==> src/rtl/uart_command_loader_pkg.sv <==
// Shared bus defaults, parser/receiver state encodings and the header layout
// for the UART command loader.
package uart_command_loader_pkg;

    localparam int SLAVE_LEN_DEF = 2;
    localparam int ADDR_LEN_DEF  = 12;
    localparam int DATA_LEN_DEF  = 8;
    localparam int BURST_LEN_DEF = 12;

    localparam logic [3:0] SYNC_NIBBLE = 4'hA;

    typedef enum logic [2:0] {
        P_HDR,
        P_AH,
        P_AL,
        P_BH,
        P_BL,
        P_DAT,
        P_ISSUE
    } parse_state_t;

    typedef enum logic [1:0] {
        RX_IDLE,
        RX_START,
        RX_DATA,
        RX_STOP
    } rx_state_t;

    // Upper nibble of the HDR byte.
    typedef struct packed {
        logic       master;
        logic       write;
        logic [1:0] slave;
    } hdr_t;

endpackage

==> src/rtl/uart_rx_byte.sv <==
// 8N1 byte receiver working on an already-synchronized serial line; all
// samples are taken mid-bit relative to the detected start edge.
module uart_rx_byte
    import uart_command_loader_pkg::*;
#(
    parameter int CLKS_PER_BIT = 16
) (
    input  logic       clk,
    input  logic       rst,
    input  logic       rx,
    output logic       byte_valid,
    output logic [7:0] byte_data,
    output logic       stop_err
);

    localparam int CNT_W = $clog2(CLKS_PER_BIT);
    localparam logic [CNT_W-1:0] HALF_LAST = CNT_W'(CLKS_PER_BIT / 2 - 1);
    localparam logic [CNT_W-1:0] FULL_LAST = CNT_W'(CLKS_PER_BIT - 1);

    rx_state_t        state, state_n;
    logic [CNT_W-1:0] cnt, cnt_n;
    logic [2:0]       bit_idx, bit_idx_n;
    logic [7:0]       shift, shift_n;
    logic             rx_prev;
    logic             valid_n, err_n;

    always_comb begin
        // NOTE: every comb output gets a default first, so no path can infer a latch.
        state_n   = state;
        cnt_n     = cnt + 1'b1;
        bit_idx_n = bit_idx;
        shift_n   = shift;
        valid_n   = 1'b0;
        err_n     = 1'b0;
        unique case (state)
            RX_IDLE: begin
                cnt_n = '0;
                if (rx_prev && !rx) state_n = RX_START;
            end
            RX_START: begin
                // A start bit that is high again at mid-bit was a glitch.
                if (cnt == HALF_LAST) begin
                    cnt_n     = '0;
                    bit_idx_n = '0;
                    state_n   = rx ? RX_IDLE : RX_DATA;
                end
            end
            RX_DATA: begin
                if (cnt == FULL_LAST) begin
                    cnt_n     = '0;
                    shift_n   = {rx, shift[7:1]};
                    bit_idx_n = bit_idx + 3'd1;
                    if (bit_idx == 3'd7) state_n = RX_STOP;
                end
            end
            RX_STOP: begin
                if (cnt == FULL_LAST) begin
                    state_n = RX_IDLE;
                    valid_n = rx;
                    err_n   = !rx;
                end
            end
            default: state_n = RX_IDLE;
        endcase
    end

    // NOTE: sequential state uses non-blocking assignments only.
    always_ff @(posedge clk or negedge rst) begin
        if (!rst) begin
            state      <= RX_IDLE;
            cnt        <= '0;
            bit_idx    <= '0;
            shift      <= '0;
            rx_prev    <= 1'b1;
            byte_valid <= 1'b0;
            stop_err   <= 1'b0;
        end else begin
            state      <= state_n;
            cnt        <= cnt_n;
            bit_idx    <= bit_idx_n;
            shift      <= shift_n;
            rx_prev    <= rx;
            byte_valid <= valid_n;
            stop_err   <= err_n;
        end
    end

    assign byte_data = shift;

endmodule

==> src/rtl/uart_command_loader.sv <==
// Parses 6-byte UART frames into read/write commands for two bus masters,
// holding a decoded command while its master is busy.
module uart_command_loader
    import uart_command_loader_pkg::*;
#(
    parameter int SLAVE_LEN    = SLAVE_LEN_DEF,
    parameter int ADDR_LEN     = ADDR_LEN_DEF,
    parameter int DATA_LEN     = DATA_LEN_DEF,
    parameter int BURST_LEN    = BURST_LEN_DEF,
    parameter int CLKS_PER_BIT = 16,
    parameter int GAP_LIMIT    = 320
) (
    input  logic                 clk,
    input  logic                 rst,
    input  logic                 uart_rx,
    input  logic                 m1_busy,
    input  logic                 m2_busy,
    output logic                 read1,
    output logic                 write1,
    output logic [DATA_LEN-1:0]  data1,
    output logic [ADDR_LEN:0]    address1,
    output logic [SLAVE_LEN-1:0] slave1,
    output logic [BURST_LEN:0]   burst_num1,
    output logic                 read2,
    output logic                 write2,
    output logic [DATA_LEN-1:0]  data2,
    output logic [ADDR_LEN:0]    address2,
    output logic [SLAVE_LEN-1:0] slave2,
    output logic [BURST_LEN:0]   burst_num2,
    output logic                 cmd_pending,
    output logic                 frame_err
);

    localparam int ADDR_W  = ADDR_LEN + 1;
    localparam int BURST_W = BURST_LEN + 1;
    localparam int GAP_W   = $clog2(GAP_LIMIT + 1);
    localparam logic [GAP_W-1:0] GAP_LAST = GAP_W'(GAP_LIMIT - 1);

    logic [1:0]       sync_q;
    logic             rx_s;
    logic             byte_valid, stop_err;
    logic [7:0]       byte_data;

    parse_state_t     state, state_n;
    hdr_t             hdr_q;
    logic [12:0]      addr_q, burst_q;
    logic [7:0]       data_q;
    logic             held_valid;
    logic [7:0]       held_data;
    logic [GAP_W-1:0] gap_cnt;

    logic             tgt_busy, issue;
    logic             in_valid, in_frame, bad_sync, gap_hit, abort;
    logic [7:0]       in_byte;

    always_ff @(posedge clk or negedge rst) begin
        if (!rst) sync_q <= 2'b11;
        else      sync_q <= {sync_q[0], uart_rx};
    end
    assign rx_s = sync_q[1];

    uart_rx_byte #(.CLKS_PER_BIT(CLKS_PER_BIT)) u_rx (
        .clk        (clk),
        .rst        (rst),
        .rx         (rx_s),
        .byte_valid (byte_valid),
        .byte_data  (byte_data),
        .stop_err   (stop_err)
    );

    // A byte landing during ISSUE is parked and replayed once the command is out.
    assign in_valid = (state != P_ISSUE) && (held_valid || byte_valid);
    assign in_byte  = held_valid ? held_data : byte_data;
    assign in_frame = state inside {P_AH, P_AL, P_BH, P_BL, P_DAT};
    assign bad_sync = (state == P_HDR) && in_valid && (in_byte[3:0] != SYNC_NIBBLE);
    assign gap_hit  = in_frame && rx_s && !in_valid && (gap_cnt == GAP_LAST);
    assign abort    = (stop_err && state != P_ISSUE) || gap_hit;

    always_comb begin
        state_n     = state;
        tgt_busy    = hdr_q.master ? m2_busy : m1_busy;
        issue       = 1'b0;
        cmd_pending = 1'b0;
        unique case (state)
            P_HDR:   if (in_valid && !bad_sync) state_n = P_AH;
            P_AH:    if (in_valid) state_n = P_AL;
            P_AL:    if (in_valid) state_n = P_BH;
            P_BH:    if (in_valid) state_n = P_BL;
            P_BL:    if (in_valid) state_n = P_DAT;
            P_DAT:   if (in_valid) state_n = P_ISSUE;
            P_ISSUE: begin
                if (tgt_busy) begin
                    cmd_pending = 1'b1;
                end else begin
                    issue   = 1'b1;
                    state_n = P_HDR;
                end
            end
            default: state_n = P_HDR;
        endcase
        if (abort) state_n = P_HDR;
    end

    always_ff @(posedge clk or negedge rst) begin
        if (!rst) state <= P_HDR;
        else      state <= state_n;
    end

    always_ff @(posedge clk or negedge rst) begin
        if (!rst) begin
            hdr_q      <= '0;
            addr_q     <= '0;
            burst_q    <= '0;
            data_q     <= '0;
            held_valid <= 1'b0;
            held_data  <= '0;
            gap_cnt    <= '0;
            frame_err  <= 1'b0;
            read1      <= 1'b0;
            write1     <= 1'b0;
            data1      <= '0;
            address1   <= '0;
            slave1     <= '0;
            burst_num1 <= '0;
            read2      <= 1'b0;
            write2     <= 1'b0;
            data2      <= '0;
            address2   <= '0;
            slave2     <= '0;
            burst_num2 <= '0;
        end else begin
            if (byte_valid && (state == P_ISSUE || held_valid)) begin
                held_data  <= byte_data;
                held_valid <= 1'b1;
            end else if (in_valid && held_valid) begin
                held_valid <= 1'b0;
            end

            if (in_valid && !abort) begin
                unique case (state)
                    P_HDR:   if (!bad_sync) hdr_q <= in_byte[7:4];
                    P_AH:    addr_q[12:8]  <= in_byte[4:0];
                    P_AL:    addr_q[7:0]   <= in_byte;
                    P_BH:    burst_q[12:8] <= in_byte[4:0];
                    P_BL:    burst_q[7:0]  <= in_byte;
                    P_DAT:   data_q        <= in_byte;
                    default: ;
                endcase
            end

            if (!in_frame || !rx_s || in_valid) gap_cnt <= '0;
            else if (!gap_hit)                  gap_cnt <= gap_cnt + 1'b1;

            if (stop_err || bad_sync || gap_hit) frame_err <= 1'b1;
            else if (issue)                      frame_err <= 1'b0;

            read1  <= issue && !hdr_q.master && !hdr_q.write;
            write1 <= issue && !hdr_q.master &&  hdr_q.write;
            read2  <= issue &&  hdr_q.master && !hdr_q.write;
            write2 <= issue &&  hdr_q.master &&  hdr_q.write;

            if (issue && !hdr_q.master) begin
                data1      <= DATA_LEN'(data_q);
                address1   <= ADDR_W'(addr_q);
                slave1     <= SLAVE_LEN'(hdr_q.slave);
                burst_num1 <= BURST_W'(burst_q);
            end
            if (issue && hdr_q.master) begin
                data2      <= DATA_LEN'(data_q);
                address2   <= ADDR_W'(addr_q);
                slave2     <= SLAVE_LEN'(hdr_q.slave);
                burst_num2 <= BURST_W'(burst_q);
            end
        end
    end

endmodule
==> config.mk <==
export PLATFORM = sky130hd
export DESIGN_NAME = uart_command_loader
export DESIGN_NICKNAME = d
export VERILOG_FILES = /design/src/rtl/uart_command_loader_pkg.sv /design/src/rtl/uart_rx_byte.sv /design/src/rtl/uart_command_loader.sv
export SDC_FILE = /design/constraint.sdc
export NUM_CORES = 1
export LEC_CHECK = 0
export CORE_MARGIN = 3
export CORE_UTILIZATION = 50
export CTS_BUF_LIST = sky130_fd_sc_hd__clkbuf_16
export DETAILED_ROUTE_END_ITERATION = 10
export HOLD_SLACK_MARGIN = 0.03
export MAX_ROUTING_LAYER = met4
export PLACE_DENSITY = 0.73
export SYNTH_ARGS = -nofsm -noshare
export SYNTH_HDL_FRONTEND = slang
export SYNTH_SLANG_ARGS = --single-unit
==> constraint.sdc <==
create_clock -name clk -period 2.2 [get_ports clk]
set_input_delay 0.33 -clock clk [delete_from_list [all_inputs] [get_ports clk]]
set_output_delay 0.33 -clock clk [all_outputs]
set_load 0.01 [all_outputs]
==> flow_summary.toml <==
[setup_path]
path_class = "reg2reg"
crit_family = "multiplexers"
r2r_start = "u_rx.state[0]"
rr_endpoint = "u_rx.bit_idx[0]"
critPathMaxStageDelay_ns = 0.44
arrival_ns = 2.31
crit_path_frequent_cell = "mux2_2"
r2r_cells = 6
slowest_stage = "dfrtp_1"
path_cells = "inv_1, ha_1, mux2_2, o22ai_1, nand2_1, mux2_2"
cp_max_fo = 9
cp_num_buf_inv = 1
rrSetupSlack_ns = 0.20
end_kind = "flip-flop"
setup.worst_path.start_class = "flip-flop"
required_ns = 2.50

[layout]
n_antenna_cell = 0
area_growth_pct = 27.0
drive_above_1_share = 0.261
num-nets-final = 603

[floorplanning]
core-area_sq_mm = 0.0123
die_h_um = 119
start_util = 0.523
die_w_um = 119
dieArea_sq_mm = 0.0143
rows = 40
ios = 83

[synth]
yosysUniqueCellTypes = 54
yosysSeqAreaShare = 0.615
synthArstFlopShare = 1.00
ys.flop_type = "dfrtp_1"
ys_ff_latch = 158
syn_area_per_cell_sq_um = 13.2
synth_nets = 502
ys_warn_count = 0
netlist_area_sq_mm = 0.00644
postSynthCellCount = 489
synth_edf_count = 0

[clock_network]
cts_max_path_buffers = 2
cts.sinks = 158
post-cts-setup-buffers = 0
cts-root-buf = "clkbuf_16"
cts_tree = "built"
clk_latency_ns = 0.42
clk_pin_slew_ns = 0.06
numCtsBuffers = 17
htreeDepth = 4

[outcome]
status = "finished, final reports clean"

[timing]
tns_ns = 0
setup_slack_ns = 0.196
post-route-min-period_ns = 2.00
fmax_mhz = 499
tightest_slew_ns = 0.747
finalSetupViolCount = 0
finalHoldViolations = 0
relSlewSlack = 0.488
post-route-period-util = 0.911
drv_slew = 0
clock_skew_ns = 0.00559
rsz0062_at_grt = "no"

[detailed_routing]
ant_nets = 0
firstDrtPassIters = 5
drtIter0Drc = 289
wl_per_cell_um = 17.3
wl_um = 13300
avgViaCountPerCell = 5.40
drcViolationCount = 0
route.vias.total = 4157

[global_route]
track_usage = 0.204
grt_pass1_wl_um = 22300
antenna_found_initial = 0
globalRouteOverflowTotal = 0
grt_pass1_vias = 4323
grt_max_degree = 66

[hold_path]
min_from = "uart_rx"
min_path_type = "in2reg"
worstHoldPathCells = 1
hold_path_end = "sync_q[0]"

[flow_run]
drv_cap = 0

[power]
peakVddDrop_mv = 0.561
cellLeakagePower_nw = 3.87
power_density_mw_per_mm2 = 824

[placed_design]
gp_congestion = 0.844
io_buffers = 82
place_ws_ns = 0.103
dp_hpwl_um = 9100
[area by class of cell]
| class | instances | area, sq um |
|---|---|---|
| Tap cell | 168 | 210 |
| Clock buffer | 17 | 425 |
| Clock inverter | 14 | 201 |
| Multi-Input combinational cell | 300 | 2310 |
| Timing Repair Buffer | 103 | 1030 |
| Sequential cell | 158 | 3960 |
| Inverter | 10 | 37.5 |
| Fill cell | 912 | 4130 |
[cell usage after synthesis, drive strengths merged (5+ instances only)]
master | count | share of area
o21ai | 27 | 0.022
dfrtp | 155 | 0.60
ha | 8 | 0.016
nand2 | 40 | 0.023
nor4 | 5 | 0.0058
mux2 | 89 | 0.16
nand2b | 5 | 0.0049
a21oi | 18 | 0.014
clkbuf | 7 | 0.0041
buf | 14 | 0.016
inv | 10 | 0.0058
nand3 | 7 | 0.0054
nand4 | 5 | 0.0049
mux2i | 14 | 0.022
nor3 | 7 | 0.0080
nor2 | 29 | 0.017
[what timing repair did]
| action | CTS | global route |
|---|---|---|
| hold buffers | 1 | 0 |
| endpoints found under the setup margin | 1 | 0 |
| endpoints found under the hold margin | 50 | 0 |
| gates resized for setup | 3 | 0 |
[cell usage in the layout (no fill, tap or decap), drive strengths merged, types with 3 or more instances in the layout]
cell / instances
clkbuf: 17
a21oi: 18
clkinv: 6
nand2b: 5
mux2i: 14
o211ai: 3
nor3: 7
nor2: 29
o21ai: 27
inv: 12
bufinv: 5
or3: 3
nand3: 7
nand4: 5
and3: 3
ha: 8
buf: 21
or4: 4
nor2b: 3
dfrtp: 155
nor4: 5
mux2: 89
nand2: 40
dfstp: 3
clkdlybuf4s50: 80
[cells by family after synthesis]
family,count (synthesis),synth area share
AOI/OAI and AO/OA,62,0.0604
xor gates and xnor gates,4,0.00544
adders and majority gates,8,0.0155
buffers and inverters,31,0.0260
DFF,158,0.615
muxes,103,0.177
and+or+nand+nor,123,0.100
[layer usage]
layer  global-route usage  vias up  part of all wire  routed length [um]
li1                     -     1938                 -                   -
met1                0.260     2099              0.44                5890
met2                0.325      101              0.50                6660
met3               0.0508       19             0.044                 588
met4               0.0659        0             0.014                 182
met5                    -        -                 0                   0
[sequential cells by signal, summed over array words and instances, names as in the netlist, 2 cells and up, named ones only]
name and count:
addr_q 13, address1 13, address2 13, burst_num1 13, burst_num2 13, burst_q 13, data1 8, data2 8
data_q 8, gap_cnt 9, hdr_q 4, held_data 8, slave1 2, slave2 2, state 3, sync_q 2
u_rx.bit_idx 3, u_rx.byte_data 8, u_rx.cnt 4
[worst reg2reg max path: cells and delay by family (launching register included)]
family          cells  cell delay, ns
mux                 2            0.59
flops               1            0.44
fa+ha+maj           1            0.31
compound gates      1            0.30
simple gates        1            0.16
buf+inv             1            0.09
[stage by stage]
stage	instances	cell area (sq um)	hold WS [ns]	util	power (mW)
detailed placement	738	7540	0.320	0.613	3.68
floorplan	489	6440	0.0344	-	3.52
global placement	738	7540	0.308	0.613	3.64
finish	770	8180	0.322	0.664	6.74
global route	770	8180	0.320	0.664	6.99
CTS	770	8180	0.308	0.664	6.79
[power breakdown]
group	internal (mW)	switching [mW]
logic	0.245	0.326
registers	2.99	0.0876
clock network	1.99	1.11
[worst max-delay path by stage]
stage                       start         endpoint  cells after the start
floorplan           u_rx.state[0]  u_rx.bit_idx[0]                      7
global placement          m2_busy      cmd_pending                      4
detailed placement        m2_busy      cmd_pending                      4
CTS                      hdr_q[3]      cmd_pending                      3
global route        u_rx.state[0]  u_rx.bit_idx[0]                      6
finish              u_rx.state[0]  u_rx.bit_idx[0]                      6
(Power assumes the default switching activity.)
